===== src/rtl/alu_writeback_stage_if.sv =====
// Handshake/bus bundle between the ALU, the writeback stage and the register-file write port.
// The master modport is the environment side; the slave modport is the stage.
interface alu_writeback_stage_if #(
    parameter int DATA_W = 32,
    parameter int RD_W   = 5
);
    logic              in_valid;
    logic              in_ready;
    logic [DATA_W-1:0] in_res;
    logic              in_z;
    logic              in_c;
    logic              in_v;
    logic [2:0]        in_sel;
    logic [RD_W-1:0]   in_rd;
    logic              out_valid;
    logic              out_ready;
    logic [DATA_W-1:0] out_res;
    logic [RD_W-1:0]   out_rd;
    logic              out_we;

    modport master (
        output in_valid, in_res, in_z, in_c, in_v, in_sel, in_rd, out_ready,
        input  in_ready, out_valid, out_res, out_rd, out_we
    );

    modport slave (
        input  in_valid, in_res, in_z, in_c, in_v, in_sel, in_rd, out_ready,
        output in_ready, out_valid, out_res, out_rd, out_we
    );
endinterface


===== src/rtl/alu_writeback_stage.sv =====
// Registered ALU writeback stage: two-entry skid buffer feeding the register-file write port,
// plus committed status flags, sticky illegal-op error and a commit counter.
module alu_writeback_stage #(
    parameter int DATA_W = 32,
    parameter int RD_W   = 5,
    parameter int CNT_W  = 16
) (
    input  logic                  clk,
    input  logic                  rst,
    alu_writeback_stage_if.slave  bus,
    input  logic                  err_clr,
    output logic                  flag_z,
    output logic                  flag_c,
    output logic                  flag_v,
    output logic                  err_op,
    output logic [CNT_W-1:0]      commit_cnt
);
    typedef struct packed {
        logic [DATA_W-1:0] res;
        logic              z;
        logic              c;
        logic              v;
        logic [2:0]        sel;
        logic [RD_W-1:0]   rd;
    } entry_t;

    typedef enum logic [1:0] {EMPTY, ONE, FULL} occ_t;

    occ_t   state, state_next;
    entry_t head, skid, incoming;
    logic   in_ready, out_valid, push, pop, head_legal;

    always_comb begin
        incoming.res = bus.in_res;
        incoming.z   = bus.in_z;
        incoming.c   = bus.in_c;
        incoming.v   = bus.in_v;
        incoming.sel = bus.in_sel;
        incoming.rd  = bus.in_rd;
    end

    assign push       = bus.in_valid && in_ready;
    assign pop        = out_valid && bus.out_ready;
    assign head_legal = (head.sel <= 3'b100);

    always_ff @(posedge clk or posedge rst) begin
        if (rst) state <= EMPTY;
        else     state <= state_next;
    end

    always_comb begin
        state_next = state;
        unique case (state)
            EMPTY: if (push) state_next = ONE;
            ONE: begin
                if (push && !pop)      state_next = FULL;
                else if (pop && !push) state_next = EMPTY;
            end
            FULL:  if (pop) state_next = ONE;
            default: state_next = EMPTY;
        endcase
    end

    // in_ready depends on the registered state only, never on out_ready.
    always_comb begin
        out_valid     = (state != EMPTY);
        in_ready      = (state != FULL);
        bus.in_ready  = in_ready;
        bus.out_valid = out_valid;
        bus.out_res   = head.res;
        bus.out_rd    = head.rd;
        bus.out_we    = out_valid && head_legal;
    end

    // Head is the oldest entry; skid only holds the second one while the head is stalled.
    always_ff @(posedge clk or posedge rst) begin
        if (rst) begin
            head <= '0;
            skid <= '0;
        end else begin
            unique case (state)
                EMPTY: if (push) head <= incoming;
                ONE: begin
                    if (push && pop) head <= incoming;
                    else if (push)   skid <= incoming;
                end
                FULL:  if (pop) head <= skid;
                default: ;
            endcase
        end
    end

    always_ff @(posedge clk or posedge rst) begin
        if (rst) begin
            flag_z     <= 1'b0;
            flag_c     <= 1'b0;
            flag_v     <= 1'b0;
            commit_cnt <= '0;
        end else if (pop) begin
            commit_cnt <= commit_cnt + 1'b1;
            unique case (head.sel)
                3'b000, 3'b001: begin
                    flag_z <= head.z;
                    flag_c <= head.c;
                    flag_v <= head.v;
                end
                3'b010, 3'b011, 3'b100: flag_z <= head.z;
                default: ;
            endcase
        end
    end

    always_ff @(posedge clk or posedge rst) begin
        if (rst)                      err_op <= 1'b0;
        else if (pop && !head_legal)  err_op <= 1'b1;
        else if (err_clr)             err_op <= 1'b0;
    end
endmodule


===== src/flat_wrapper.sv =====
// flat-port wrapper written by rule: the top's interface ports become plain ports
module alu_writeback_stage_flat 
#(
    parameter int DATA_W = 32,
    parameter int RD_W   = 5,
    parameter int CNT_W  = 16
)
  (clk, rst, err_clr, flag_z, flag_c, flag_v, err_op, commit_cnt, bus_in_valid, bus_in_res, bus_in_z, bus_in_c, bus_in_v, bus_in_sel, bus_in_rd, bus_out_ready, bus_in_ready, bus_out_valid, bus_out_res, bus_out_rd, bus_out_we);
  alu_writeback_stage_if #(.DATA_W(DATA_W), .RD_W(RD_W)) bus_i ();
  input  logic clk;
  input  logic rst;
  input  logic err_clr;
  output logic flag_z;
  output logic flag_c;
  output logic flag_v;
  output logic err_op;
  output logic [CNT_W-1:0] commit_cnt;
  input wire logic [$bits(bus_i.in_valid)-1:0] bus_in_valid;
  input wire logic [$bits(bus_i.in_res)-1:0] bus_in_res;
  input wire logic [$bits(bus_i.in_z)-1:0] bus_in_z;
  input wire logic [$bits(bus_i.in_c)-1:0] bus_in_c;
  input wire logic [$bits(bus_i.in_v)-1:0] bus_in_v;
  input wire logic [$bits(bus_i.in_sel)-1:0] bus_in_sel;
  input wire logic [$bits(bus_i.in_rd)-1:0] bus_in_rd;
  input wire logic [$bits(bus_i.out_ready)-1:0] bus_out_ready;
  output wire logic [$bits(bus_i.in_ready)-1:0] bus_in_ready;
  output wire logic [$bits(bus_i.out_valid)-1:0] bus_out_valid;
  output wire logic [$bits(bus_i.out_res)-1:0] bus_out_res;
  output wire logic [$bits(bus_i.out_rd)-1:0] bus_out_rd;
  output wire logic [$bits(bus_i.out_we)-1:0] bus_out_we;
  assign bus_i.in_valid = bus_in_valid;
  assign bus_i.in_res = bus_in_res;
  assign bus_i.in_z = bus_in_z;
  assign bus_i.in_c = bus_in_c;
  assign bus_i.in_v = bus_in_v;
  assign bus_i.in_sel = bus_in_sel;
  assign bus_i.in_rd = bus_in_rd;
  assign bus_i.out_ready = bus_out_ready;
  assign bus_in_ready = bus_i.in_ready;
  assign bus_out_valid = bus_i.out_valid;
  assign bus_out_res = bus_i.out_res;
  assign bus_out_rd = bus_i.out_rd;
  assign bus_out_we = bus_i.out_we;
  alu_writeback_stage #(.DATA_W(DATA_W), .RD_W(RD_W), .CNT_W(CNT_W)) u_core (.clk(clk), .rst(rst), .bus(bus_i), .err_clr(err_clr), .flag_z(flag_z), .flag_c(flag_c), .flag_v(flag_v), .err_op(err_op), .commit_cnt(commit_cnt));
endmodule

===== config.mk =====
export PLATFORM = sky130hd
export DESIGN_NAME = alu_writeback_stage_flat
export DESIGN_NICKNAME = d
export VERILOG_FILES = /design/src/rtl/alu_writeback_stage_if.sv /design/src/rtl/alu_writeback_stage.sv /design/src/flat_wrapper.sv
export SDC_FILE = /design/constraint.sdc
export NUM_CORES = 1
export LEC_CHECK = 0
export ABC_AREA = 1
export CAP_MARGIN = 20
export CORE_ASPECT_RATIO = 1.25
export CORE_MARGIN = 5
export CORE_UTILIZATION = 51
export DETAILED_ROUTE_END_ITERATION = 6
export PLACE_DENSITY = 0.86
export SETUP_SLACK_MARGIN = 0.5
export SLEW_MARGIN = 20
export SYNTH_ARGS = -nofsm -noshare
export SYNTH_HDL_FRONTEND = slang
export SYNTH_SLANG_ARGS = --single-unit

===== constraint.sdc =====
create_clock -name clk -period 4.5 [get_ports clk]
set_input_delay 0.9 -clock clk [delete_from_list [all_inputs] [get_ports clk]]
set_output_delay 0.9 -clock clk [all_outputs]
set_load 0.005 [all_outputs]

==> results.toml <==
[grt]
grt_pass1_wl_um = 18400
grt_pass1_vias = 3913
overflow = 0
antenna_found_initial = 0
grt.total_usage_pct = 18.9
grt_max_degree = 89

[outcome]
status = "finished clean"

[setup_path]
setup.worst_path.start_class = "input port"
r2r_cells = 8
worstPathArrival_ps = 3020
rr_startpoint = "u_core.state[0]"
max_stage_delay_ps = 590
path_max_fanout = 11
path_delay_family = "simple AND/OR/NAND/NOR gates"
regToRegEndpoint = "u_core.head[10]"
path_common_cell = "nand2_1"
worstPathRequired_ps = 4730
path_cells = "clkdlybuf4s50_1 -> inv_1 -> nor2_1 -> nand3_1 -> nor2_1 -> nand2_1 -> nand2_1 -> nand2_1"
crit_buf_inv = 2
path_class = "in2reg"
rrSetupSlack_ps = 1940
end_kind = "flip-flop"
critical_path.slowest_cell = "clkdlybuf4s50_1"

[yosys]
ys_seq_elements = 108
synth_ff_type = "dfrtp_1"
syn_area_mm2 = 0.00502
yosysWarnings = 0
syn_inst = 609
synth-edff-count = 0
synth-seq-area-share_pct = 53.8
synth_top_area_share_pct = 53.8
synth_area_leaders = "dfrtp_1 (54%), nand2_1 (14%), buf_4 (6.1%), o21ai_0 (5.3%), inv_1 (4.7%)"
async_flop_share_pct = 100
synth_cell_types = 25
synth_top_area_cell = "dfrtp_1"
synth.avg_cell_area_um2 = 8.25
synth_fp_nets = 658

[sta]
fin_setup_tns_ps = 0
finalMaxSlewViolations = 0
timing.fmax_ghz = 0.360
period_needed_ps = 2780
tightest_slew_ps = 875
rsz0062_at_grt = "false"
skew_ps = 7.35
max_slew_margin_pct = 41.6
hold_viol_final = 0
post-route-period-util_pct = 61.8
setup_violations = 0

[run]
maxCapViolCount = 0

[hold_path]
holdPathEnd = "u_core.skid[9]"
holdCritStartpoint = "u_core.skid[9]"
min_path_type = "reg2reg"
hold_depth = 2

[clocking]
clock-sinks = 108
cts_setup_buffers = 0
clockRootBuffer = "clkbuf_16"
h-tree-depth = 3
cts_tree = "done"
path_clk_slew_ps = 70
hold_buffers = 0
cts_resized = 0
clkLatencyLatePin_ps = 340
cts_buffer_depth = 2
numCtsBuffers = 9

[placement]
place_hpwl_um = 7570
dp.cells = 780
portBuffers = 107
gp_congestion = 0.788

[finish]
antenna_cells = 0
areaGrowthSynthToFinish_pct = 23.4
stdcell_count = 796
drive_above_1_share_pct = 4.48
final_util_pct = 64.5
num-nets-final = 714

[pwr]
leakagePower_uw = 0.00308
ir_drop_v = 0.000312
powerDensity_mw_per_mm2 = 624

[route]
vias = 3980
wl_um = 10900
wl_per_cell_um = 13.6
vias_per_cell = 5.00
drt_iter0_markers = 146
drcViolationCount = 0
first_pass_iters = 4
ant_nets = 0

[floorplan]
fp.dieArea_mm2 = 0.0119
die_w_um = 98.8
die_y_um = 121
io_pins = 108
coreArea_mm2 = 0.00961
initial_core_util_pct = 52.3
num_rows = 40
kinds of logic (layout without fill, tap and decap cells):
family,Yosys count,count (layout),synth area share [%]
XOR/XNOR,11,11,1.92
flip-flops,108,108,53.8
AND/OR/NAND/NOR,238,238,18.6
AO/OA/AOI/OAI,121,121,12.2
buffers and inverters,130,191,13.2
adder cells (fa/ha/maj),1,1,0.249
routing by layer:
metal / vias up / wire length (um) / track usage (%) / part of all wire, %
met4: 0 / 303 / 8.97 / 2.8
li1: 1966 / - / - / -
met3: 25 / 539 / 4.26 / 5.0
met2: 113 / 5550 / 31.2 / 51
met1: 1876 / 4470 / 23.6 / 41
met5: - / 0 / 0 / 0
state kept, by name, indices dropped and copies added (netlist names), 2 cells and up:
register,flops
u_core.state,2
u_core.skid,43
u_core.bus.out_res,32
u_core.head,6
u_core.commit_cnt,16
u_core.bus.out_rd,5
per-stage QoR:
| step | hold WS, ps | power (uW) | setup WS (ps) | cell area (um^2) |
|---|---|---|---|---|
| 3_3_place_gp | 461 | 2980 | 1580 | 5880 |
| 3_5_place_dp | 469 | 3060 | 1390 | 5880 |
| 2_1_floorplan | 444 | 2590 | 754 | 5020 |
| 4_1_cts | 486 | 3900 | 1760 | 6200 |
| 6_report | 486 | 3870 | 1720 | 6200 |
| 5_1_grt | 509 | 4160 | 1540 | 6200 |
layout make-up:
class                           instances  area, um^2
Inverter                               65         249
Fill cell                             788        3410
Clock inverter                          4        55.1
Clock buffer                           12         267
Tap cell                              126         158
Timing Repair Buffer                  110        1090
Sequential cell                       108        2700
Multi-Input combinational cell        371        1680
placed cells by master, fill, tap and decap left out, types with 2 or more instances in the layout:
cell	n
clkbuf_8	3
a21oi_1	22
inv_6	2
nand3b_1	2
dfrtp_1	108
inv_2	2
xnor2_1	4
o21ai_0	53
nor2_2	4
xor2_1	7
nand2_1	187
buf_4	3
nand3_1	5
o21ai_1	42
clkdlybuf4s50_1	107
clkbuf_16	9
inv_1	62
nand4_1	2
nor2_1	35
worst max path at each step:
stage,endpoint,cells after the start,start
after floorplan,u_core.bus.out_rd[0],1,rst
after global placement,u_core.commit_cnt[15],8,bus_out_ready
after CTS,u_core.commit_cnt[13],8,bus_out_ready
final,u_core.commit_cnt[13],8,bus_out_ready
after global routing,u_core.commit_cnt[13],8,bus_out_ready
after detailed placement,u_core.commit_cnt[15],8,bus_out_ready
worst register-to-register path, cell delays in order, from the launching register on:
cell and delay (ps):
dfrtp_1 470, inv_2 70, nand2_2 80, buf_4 610
o21ai_1 240, o21ai_4 280, buf_4 520, nand2_1 120
o21ai_1 100
power by group:
group          internal (uW)  total (uW)  switching [uW]
logic                    684        1380             698
registers               1410        1650             246
clock network            480         831             351
synth_stat cells (6+ instances only):
library cell	number
clkbuf_1	11
buf_2	12
o21ai_1	42
a21oi_1	22
nand3_1	6
xor2_1	7
buf_4	41
o21ai_0	53
nor2_1	35
inv_1	63
nand2_1	187
dfrtp_1	108
(Power assumes the default switching activity.)
